`config.mk`:
```
export PLATFORM = sky130hd
export DESIGN_NAME = uart_tx_arbiter
export DESIGN_NICKNAME = d
export VERILOG_FILES = /design/src/rtl/uart_ctrl_pkg.sv /design/src/rtl/uart_tx_arbiter_picker.sv /design/src/rtl/uart_tx_arbiter.sv
export SDC_FILE = /design/constraint.sdc
export NUM_CORES = 1
export LEC_CHECK = 0
export ABC_CLOCK_PERIOD_IN_PS = 3600
export CAP_MARGIN = 20
export CELL_PAD_IN_SITES_DETAIL_PLACEMENT = 2
export CELL_PAD_IN_SITES_GLOBAL_PLACEMENT = 2
export CORE_ASPECT_RATIO = 0.75
export CORE_MARGIN = 2
export CORE_UTILIZATION = 29
export CTS_CLUSTER_DIAMETER = 50
export CTS_CLUSTER_SIZE = 30
export DETAILED_ROUTE_END_ITERATION = 7
export PLACE_DENSITY = 0.84
export SYNTH_ARGS = -nofsm -noshare
export SYNTH_HDL_FRONTEND = slang
export SYNTH_HIERARCHICAL = 1
export SYNTH_SLANG_ARGS = --single-unit
```
`constraint.sdc`:
```
create_clock -name clk -period 3.6 [get_ports clk]
set_input_delay 0.36 -clock clk [delete_from_list [all_inputs] [get_ports clk]]
set_output_delay 0.36 -clock clk [all_outputs]
set_load 0.1 [all_outputs]
```
`src/rtl/uart_ctrl_pkg.sv`:
```
// Shared types and defaults for the UART control blocks.
// Optional packet lock in the arbiter: UART_ARB_LOCK_EN.
package uart_ctrl_pkg;

  typedef enum logic [1:0] {
    IDLE,
    LAUNCH,
    WAIT_ACC,
    WAIT_DONE
  } arb_state_t;

  localparam int UART_DATA_W     = 8;
  localparam int DEF_ACK_TIMEOUT = 32;
  localparam int DEF_MAX_RETRY   = 3;

endpackage

```
`src/rtl/uart_tx_arbiter_picker.sv`:
```
// Combinational round-robin select: first request after ptr,
// with wrap-around. Module uart_rr_picker.
module uart_rr_picker #(
  parameter  int N  = 4,
  localparam int IW = $clog2(N)
) (
  input  logic [N-1:0]  req,
  input  logic [IW-1:0] ptr,
  output logic [N-1:0]  gnt,
  output logic [IW-1:0] idx,
  output logic          any
);

  logic [IW-1:0] j;

  always_comb begin
    gnt = '0;
    idx = '0;
    any = 1'b0;
    j   = '0;
    for (int i = 1; i <= N; i++) begin
      j = IW'((int'(ptr) + i) % N);
      if (!any && req[j]) begin
        any    = 1'b1;
        idx    = j;
        gnt[j] = 1'b1;
      end
    end
  end

endmodule

```
`src/rtl/uart_tx_arbiter.sv`:
```
// Round-robin share of one UART transmitter with launch retry.
// Define UART_ARB_LOCK_EN to keep a requester granted until req_last.
module uart_tx_arbiter
  import uart_ctrl_pkg::*;
#(
  parameter  int NUM_REQ     = 4,
  parameter  int DATA_W      = UART_DATA_W,
  parameter  int ACK_TIMEOUT = DEF_ACK_TIMEOUT,
  parameter  int MAX_RETRY   = DEF_MAX_RETRY,
  localparam int IW          = $clog2(NUM_REQ)
) (
  input  logic                      clk,
  input  logic                      rst,
  input  logic [NUM_REQ-1:0]        req_valid,
  input  logic [NUM_REQ*DATA_W-1:0] req_data,
  input  logic [NUM_REQ-1:0]        req_last,
  output logic [NUM_REQ-1:0]        req_ready,
  output logic                      tx_wr_en,
  output logic [DATA_W-1:0]         tx_din,
  input  logic                      tx_busy,
  output logic [IW-1:0]             grant_id,
  output logic                      active,
  output logic                      err_drop
);

  localparam int TW = $clog2(ACK_TIMEOUT + 1);
  localparam int RW = (MAX_RETRY > 0) ? $clog2(MAX_RETRY + 1) : 1;

  arb_state_t           state;
  logic [IW-1:0]        ptr;
  logic [DATA_W-1:0]    hold;
  logic [TW-1:0]        tcnt;
  logic [RW-1:0]        retry;

  logic [NUM_REQ-1:0]   pick_gnt;
  logic [IW-1:0]        pick_idx;
  logic                 pick_any;
  logic [NUM_REQ-1:0]   sel_gnt;
  logic [IW-1:0]        sel_idx;
  logic                 sel_valid;
  logic [DATA_W-1:0]    sel_data;

  uart_rr_picker #(.N(NUM_REQ)) u_pick (
    .req (req_valid),
    .ptr (ptr),
    .gnt (pick_gnt),
    .idx (pick_idx),
    .any (pick_any)
  );

`ifdef UART_ARB_LOCK_EN
  logic          locked;
  logic [IW-1:0] lock_id;

  // A locked packet owner is the only legal grant.
  always_comb begin
    sel_gnt   = pick_gnt;
    sel_idx   = pick_idx;
    sel_valid = pick_any;
    if (locked) begin
      sel_gnt   = NUM_REQ'(1) << lock_id;
      sel_idx   = lock_id;
      sel_valid = req_valid[lock_id];
    end
  end
`else
  logic unused_last;

  assign unused_last = ^req_last;
  assign sel_gnt     = pick_gnt;
  assign sel_idx     = pick_idx;
  assign sel_valid   = pick_any;
`endif

  always_comb begin
    sel_data = '0;
    for (int i = 0; i < NUM_REQ; i++)
      if (sel_idx == IW'(i))
        sel_data = req_data[i*DATA_W +: DATA_W];
  end

  always_ff @(posedge clk) begin
    if (rst) begin
      state     <= IDLE;
      req_ready <= '0;
      tx_wr_en  <= 1'b0;
      tx_din    <= '0;
      grant_id  <= '0;
      active    <= 1'b0;
      err_drop  <= 1'b0;
      ptr       <= IW'(NUM_REQ - 1);
      hold      <= '0;
      tcnt      <= '0;
      retry     <= '0;
`ifdef UART_ARB_LOCK_EN
      locked    <= 1'b0;
      lock_id   <= '0;
`endif
    end else begin
      req_ready <= '0;
      tx_wr_en  <= 1'b0;
      err_drop  <= 1'b0;
      unique case (state)
        IDLE: begin
          if (!tx_busy && sel_valid) begin
            req_ready <= sel_gnt;
            hold      <= sel_data;
            grant_id  <= sel_idx;
            retry     <= '0;
            active    <= 1'b1;
            state     <= LAUNCH;
`ifdef UART_ARB_LOCK_EN
            locked    <= ~req_last[sel_idx];
            lock_id   <= sel_idx;
`endif
          end
        end
        LAUNCH: begin
          tx_wr_en <= 1'b1;
          tx_din   <= hold;
          tcnt     <= '0;
          state    <= WAIT_ACC;
        end
        WAIT_ACC: begin
          if (tx_busy) begin
            state <= WAIT_DONE;
          end else if (tcnt == TW'(ACK_TIMEOUT - 1)) begin
            if (retry == RW'(MAX_RETRY)) begin
              err_drop <= 1'b1;
              active   <= 1'b0;
              ptr      <= grant_id;
              state    <= IDLE;
`ifdef UART_ARB_LOCK_EN
              locked   <= 1'b0;
`endif
            end else begin
              retry <= retry + 1'b1;
              state <= LAUNCH;
            end
          end else begin
            tcnt <= tcnt + 1'b1;
          end
        end
        WAIT_DONE: begin
          if (!tx_busy) begin
            active <= 1'b0;
            state  <= IDLE;
`ifdef UART_ARB_LOCK_EN
            if (!locked)
              ptr <= grant_id;
`else
            ptr    <= grant_id;
`endif
          end
        end
        default: state <= IDLE;
      endcase
    end
  end

endmodule

```
# After elaboration in Yosys (flattened, before gate mapping)
# Index checks and enable logic that the tools add are counted.
# totals
out_inout_bits	17
wordCells	133
inputBits	43
regBits	37
# classes
n_bitwise	7
n_addsub	6
n_mux	59
n_reduce_logical	26
magnitude_cmp	8
eq_ne	16
# ops
op	n
$mux 2	16
$mux 8	4
$mux 1	20
$mux 4	4
$ne 2x2->1 const B	7
$lt 2x3->1 const B	4
$mux 6	2
$or 4x4->4	3
$pmux 6 s2	1
$eq 2x2->1 const B	5
$reduce_and 5->1	2
$bmux 1 s2	4
$demux 1 s2	4
$ge 2x1->1 const B	4
$logic_and 1x1->1	8
$pmux 2 s2	2
$pmux 2 s4	1
$add 2x1->2 const B	3
$add 6x1->6 const B	1
$eq 6x5->1 const B	1
$reduce_and 3->1	2
$reduce_and 6->1	1
$reduce_bool 2->1	3
$add 2x2->2 const B	2
other kinds (10)	18

# Logic depth before layout (Yosys ltp)
# depth
ltp_word	18
mapped_depth	13
mapped_depth_nobuf	9

# Hierarchy
# The synthesis kept the hierarchy.
# by_module_without_submodules
mod	cells_per_inst	area_each_um2	n_inst	seq_area_each_um2
uart_tx_arbiter	184	1794.2	1	740.7
uart_rr_picker	86	629.4	1	0.0

# Worst setup path before layout
# OpenSTA, ideal clock, no wires.
# synth_path
path_type	reg2reg
from	register ptr[0]
to	register hold[3]
n_path_buf	4
stages_incl_launch_ff	14
slack_ps	454
arrival_ps	3011
setup_ps	135
period_less_slack_ps	3146
path_cell_list	dfxtp_1 buf_6 buf_2 inv_1 ha_1 clkbuf_1 a21oi_1 a211oi_1 a311o_1 a221oi_1 buf_2 mux4_2 nand2_1 a21oi_1
# synth_between
elab_chain_len	18
word_cells_on_any_way	36
# synth_lines
item	line	rtl
start: declaration	uart_tx_arbiter.sv:30	logic [IW-1:0] ptr;
start signal: assignment	uart_tx_arbiter.sv:91	ptr <= IW'(NUM_REQ - 1);
start signal: assignment	uart_tx_arbiter.sv:131	ptr <= grant_id;
start signal: assignment	uart_tx_arbiter.sv:152	ptr <= grant_id;
$add 2x1->2	uart_tx_arbiter_picker.sv:22	j = IW'((int'(ptr) + i) % N);
$bmux 1 s2	uart_tx_arbiter_picker.sv:23	if (!any && req[j]) begin
$mux 1 (implied by the code)	uart_tx_arbiter_picker.sv:23	
$mux 1	uart_tx_arbiter_picker.sv:23	
$logic_not 1->1	uart_tx_arbiter_picker.sv:23	
$logic_and 1x1->1	uart_tx_arbiter_picker.sv:23	
$mux 1	uart_tx_arbiter_picker.sv:23	
$logic_not 1->1	uart_tx_arbiter_picker.sv:23	
$logic_and 1x1->1	uart_tx_arbiter_picker.sv:23	
$mux 1	uart_tx_arbiter_picker.sv:23	
$logic_not 1->1	uart_tx_arbiter_picker.sv:23	
$logic_and 1x1->1	uart_tx_arbiter_picker.sv:23	
$mux 2 (*)	uart_tx_arbiter_picker.sv:23	
named net pick_idx[0]	uart_tx_arbiter.sv:36	logic [IW-1:0] pick_idx;
$logic_not 2->1	uart_tx_arbiter.sv:78	if (sel_idx == IW'(i))
$mux 8 (3 in series)	uart_tx_arbiter.sv:78	
$mux 8 (*)	uart_tx_arbiter.sv:78	
end signal: assignment	uart_tx_arbiter.sv:107	hold <= sel_data;
end: declaration	uart_tx_arbiter.sv:31	logic [DATA_W-1:0] hold;
# The timed path passes the listed nets; every way through them passes the cells marked *. The select of a mux whose other input is x is not followed.
# A chain may end at the register's enable or synchronous reset.

# Worst setup path after layout
# layout_path
from	register ptr[1]
to	register hold[2]
# Same word-level chain as after synthesis.

==> results.md <==
* Hold Path Origin: hold[1]
* CTS Sinks at 37
* Seq/Total Area, Yosys at 0.306
* CP required at between 3000 and 4000 ps
* Max-slew violations at 0
* Sum of negative setup slack at 0 ps
* DIE HEIGHT at 83.2 µm
* Yosys cell types at 54
* Initial core utilization at 0.303
* Clk root buf: clkbuf_8
* Top cell type's share of synthesized area at 0.306
* Critical Setup Path Class: reg2reg
* Status: finished clean
* Logic pwr share at 0.286
* GRT Total Usage at 0.183
* Vias at ~2300
* Hold WC Path Type: reg2reg
* Cells after synthesis at 270
* Synth area leader: dfxtp_1
* F_max at between 0.3 and 0.4 GHz
* CTS max path bufs at 2
* Total power divided by cell area at between 300 and 400 mW/mm²
* Post-cts gate resize count at 0
* Total congestion overflow at 0
* RSZ-0062 raised after global routing: false
* CTS buffer count at 5
* Fin util at 0.387
* Clock skew at ~12 ps
* Synthesized flop and latch total at 37
* Critical Path AT at between 3000 and 4000 ps
* Final ANT Viol Nets at 0
* Syn avg cell area at between 8 and 9 µm²
* Synth warn at 6
* Post-CTS Setup Repair Bufs at 0
* Count leader, synth: nand2_1
* Syn Std Cell Area at approximately 0.0024 mm²
* Full die area at 0.00911 mm²
* Net Switching at roughly 350 µW
* Least-Margin Pin Slew at approximately 1000 ps
* Top cells by count, synth: nand2_1, dfxtp_1, a21oi_1
* Clk_lat worst skew at around 300 ps
* Vias in the first global route at between 2000 and 3000
* Core Rows at 28
* GPL Wtd Cong at between 0.8 and 0.9
* Worst-path maximum fanout at 11
* Sw frac at 0.339
* Relative slew margins at 0.314
* Number of detailed-route iterations in the first pass at 4
* Vias per cell at ~5.4
* Syn nets at 323
* IR drop worst, VDD at between 0.1 and 0.15 mV
* Worst reg2reg startpoint: ptr[1]
* Max-Cap Viols at 0
* Worst Setup SP: ptr[1]
* Setup-failing EPs final at 0
* Largest net degree at the start of global routing at 33
* Final #Nets at 369
* DP Wirelength at around 6000 µm
* Clock transition at the registers of the reported paths at roughly 80 ps
* Die W at approximately 110 µm
* Leakage power at around 1.2 nW
* Sequential share of power at 0.435
* # DRC at 0
* Number of synthesized flops with an enable pin at 0
* Post-cts hold buffer count at 0
* DRT iter0 DRCs at between 80 and 90
* Synth top area cells: dfxtp_1, mux4_2, nand2_1
* First-pass GRT wire length at roughly 13000 µm
* Clock network power share at 0.279
* Total wire length at 7900 µm
* Tmin final at 2940 ps
* Final Hold Vio Count at 0
* Share of the clock period used by the worst path after layout at 0.816
* Core Box Area at roughly 0.008 mm²
* Top_reg_cell synth: dfxtp_1
* Setup crit end kind: flop
* Layout cells sized above 1 at 0.117
* Ant diodes at 0
* H-tree levels at 2
* Pint at between 600 and 700 µW
* IO Pins at 60
* TritonCTS clock tree: done
* Setup crit start kind: flop
* Design area at about 0.0031 mm²
* Placed Area at between 0.003 and 0.004 mm²
* Avg WL per Cell at roughly 19 µm
* Initial antenna violation count at 0
* P&R area growth vs syn at 27.6%
* IO Port Bufs at between 50 and 60
* Post-synth ARST share at 0
[cell type report]
cell class | count | area [µm²]
multi-input cells | 203 | 1510
fillers | 909 | 4900
inverters | 9 | 33.8
flip-flops and latches | 37 | 741
clock inverters | 3 | 17.5
repair buffers | 60 | 588
well taps | 105 | 131
clock buffers | 5 | 68.8
[cell families (layout without fill, tap and decap cells)]
kind of cell	count (synthesis)	in the layout	share of synthesized area
simple gates	110	110	0.252
compound gates	64	64	0.185
flops	37	37	0.306
buf+inv	30	77	0.0733
mux	19	19	0.133
fa+ha+maj	10	10	0.0516
[power groups by stage]
stage | registers, mW | clock network (mW) | logic [mW]
after CTS | 0.454 | 0.299 | 0.300
after floorplan | 0.508 | 0 | 0.164
final | 0.453 | 0.290 | 0.297
after global placement | 0.462 | 0 | 0.287
after detailed placement | 0.463 | 0 | 0.299
after global routing | 0.457 | 0.323 | 0.321
[placed cells by master, fill, tap and decap left out, types with 3 or more instances in the layout]
cell type / synthesis / final
mux4_2: 10 / 10
clkdlybuf4s50_1: 0 / 55
a211oi_1: 3 / 3
dfxtp_1: 37 / 37
or3_1: 5 / 5
nand3_1: 6 / 6
o31ai_1: 4 / 4
a31oi_1: 6 / 6
nand2_1: 48 / 48
ha_1: 10 / 10
nor2_1: 13 / 13
a2111o_1: 5 / 5
clkbuf_8: 0 / 5
o21ai_0: 4 / 4
buf_4: 1 / 5
nand4_1: 7 / 7
o311ai_0: 5 / 5
mux2i_1: 7 / 7
a21oi_1: 24 / 24
nand2b_1: 4 / 4
and3_1: 7 / 7
inv_1: 9 / 9
[through the flow]
stage               hold WS, ps  setup WS, ps  instances  power, mW
CTS                         460           677        422       1.05
global placement            437           683        414      0.748
global route                486           482        422       1.10
detailed placement          457           561        414      0.762
floorplan                   432           454        270      0.671
finish                      462           661        422       1.04
[critical path, stage by stage, from the launching register on]
cell	delay, ps
dfxtp_1	340
inv_1	140
ha_1	550
inv_1	270
a311o_1	340
a221oi_2	230
buf_4	250
mux4_2	520
nand2_1	90
a21oi_1	80
[sequential cells by signal, summed over array words and instances, names as in the netlist]
name	cells
hold	8
tx_din	8
tcnt	6
req_ready	4
grant_id	2
ptr	2
retry	2
state	2
active	1
err_drop	1
tx_wr_en	1
[per-layer routing]
metal  track usage  vias up  wire length, µm  part of all wire
li1              -     1092                -                 -
met1         0.247     1157             3710              0.47
met2         0.313       27             4010              0.51
met3        0.0196        4              132             0.017
met4        0.0380        0               48            0.0061
met5             0        -                0                 0
[final timing paths]
path         cells past startpoint  slack [ps]         to
min reg2reg                      2         460  tx_din[1]
min                              2         460  tx_din[1]
max reg2reg                      9         660    hold[2]
max                              9         660    hold[2]
Power figures use the tool's default switching activity.
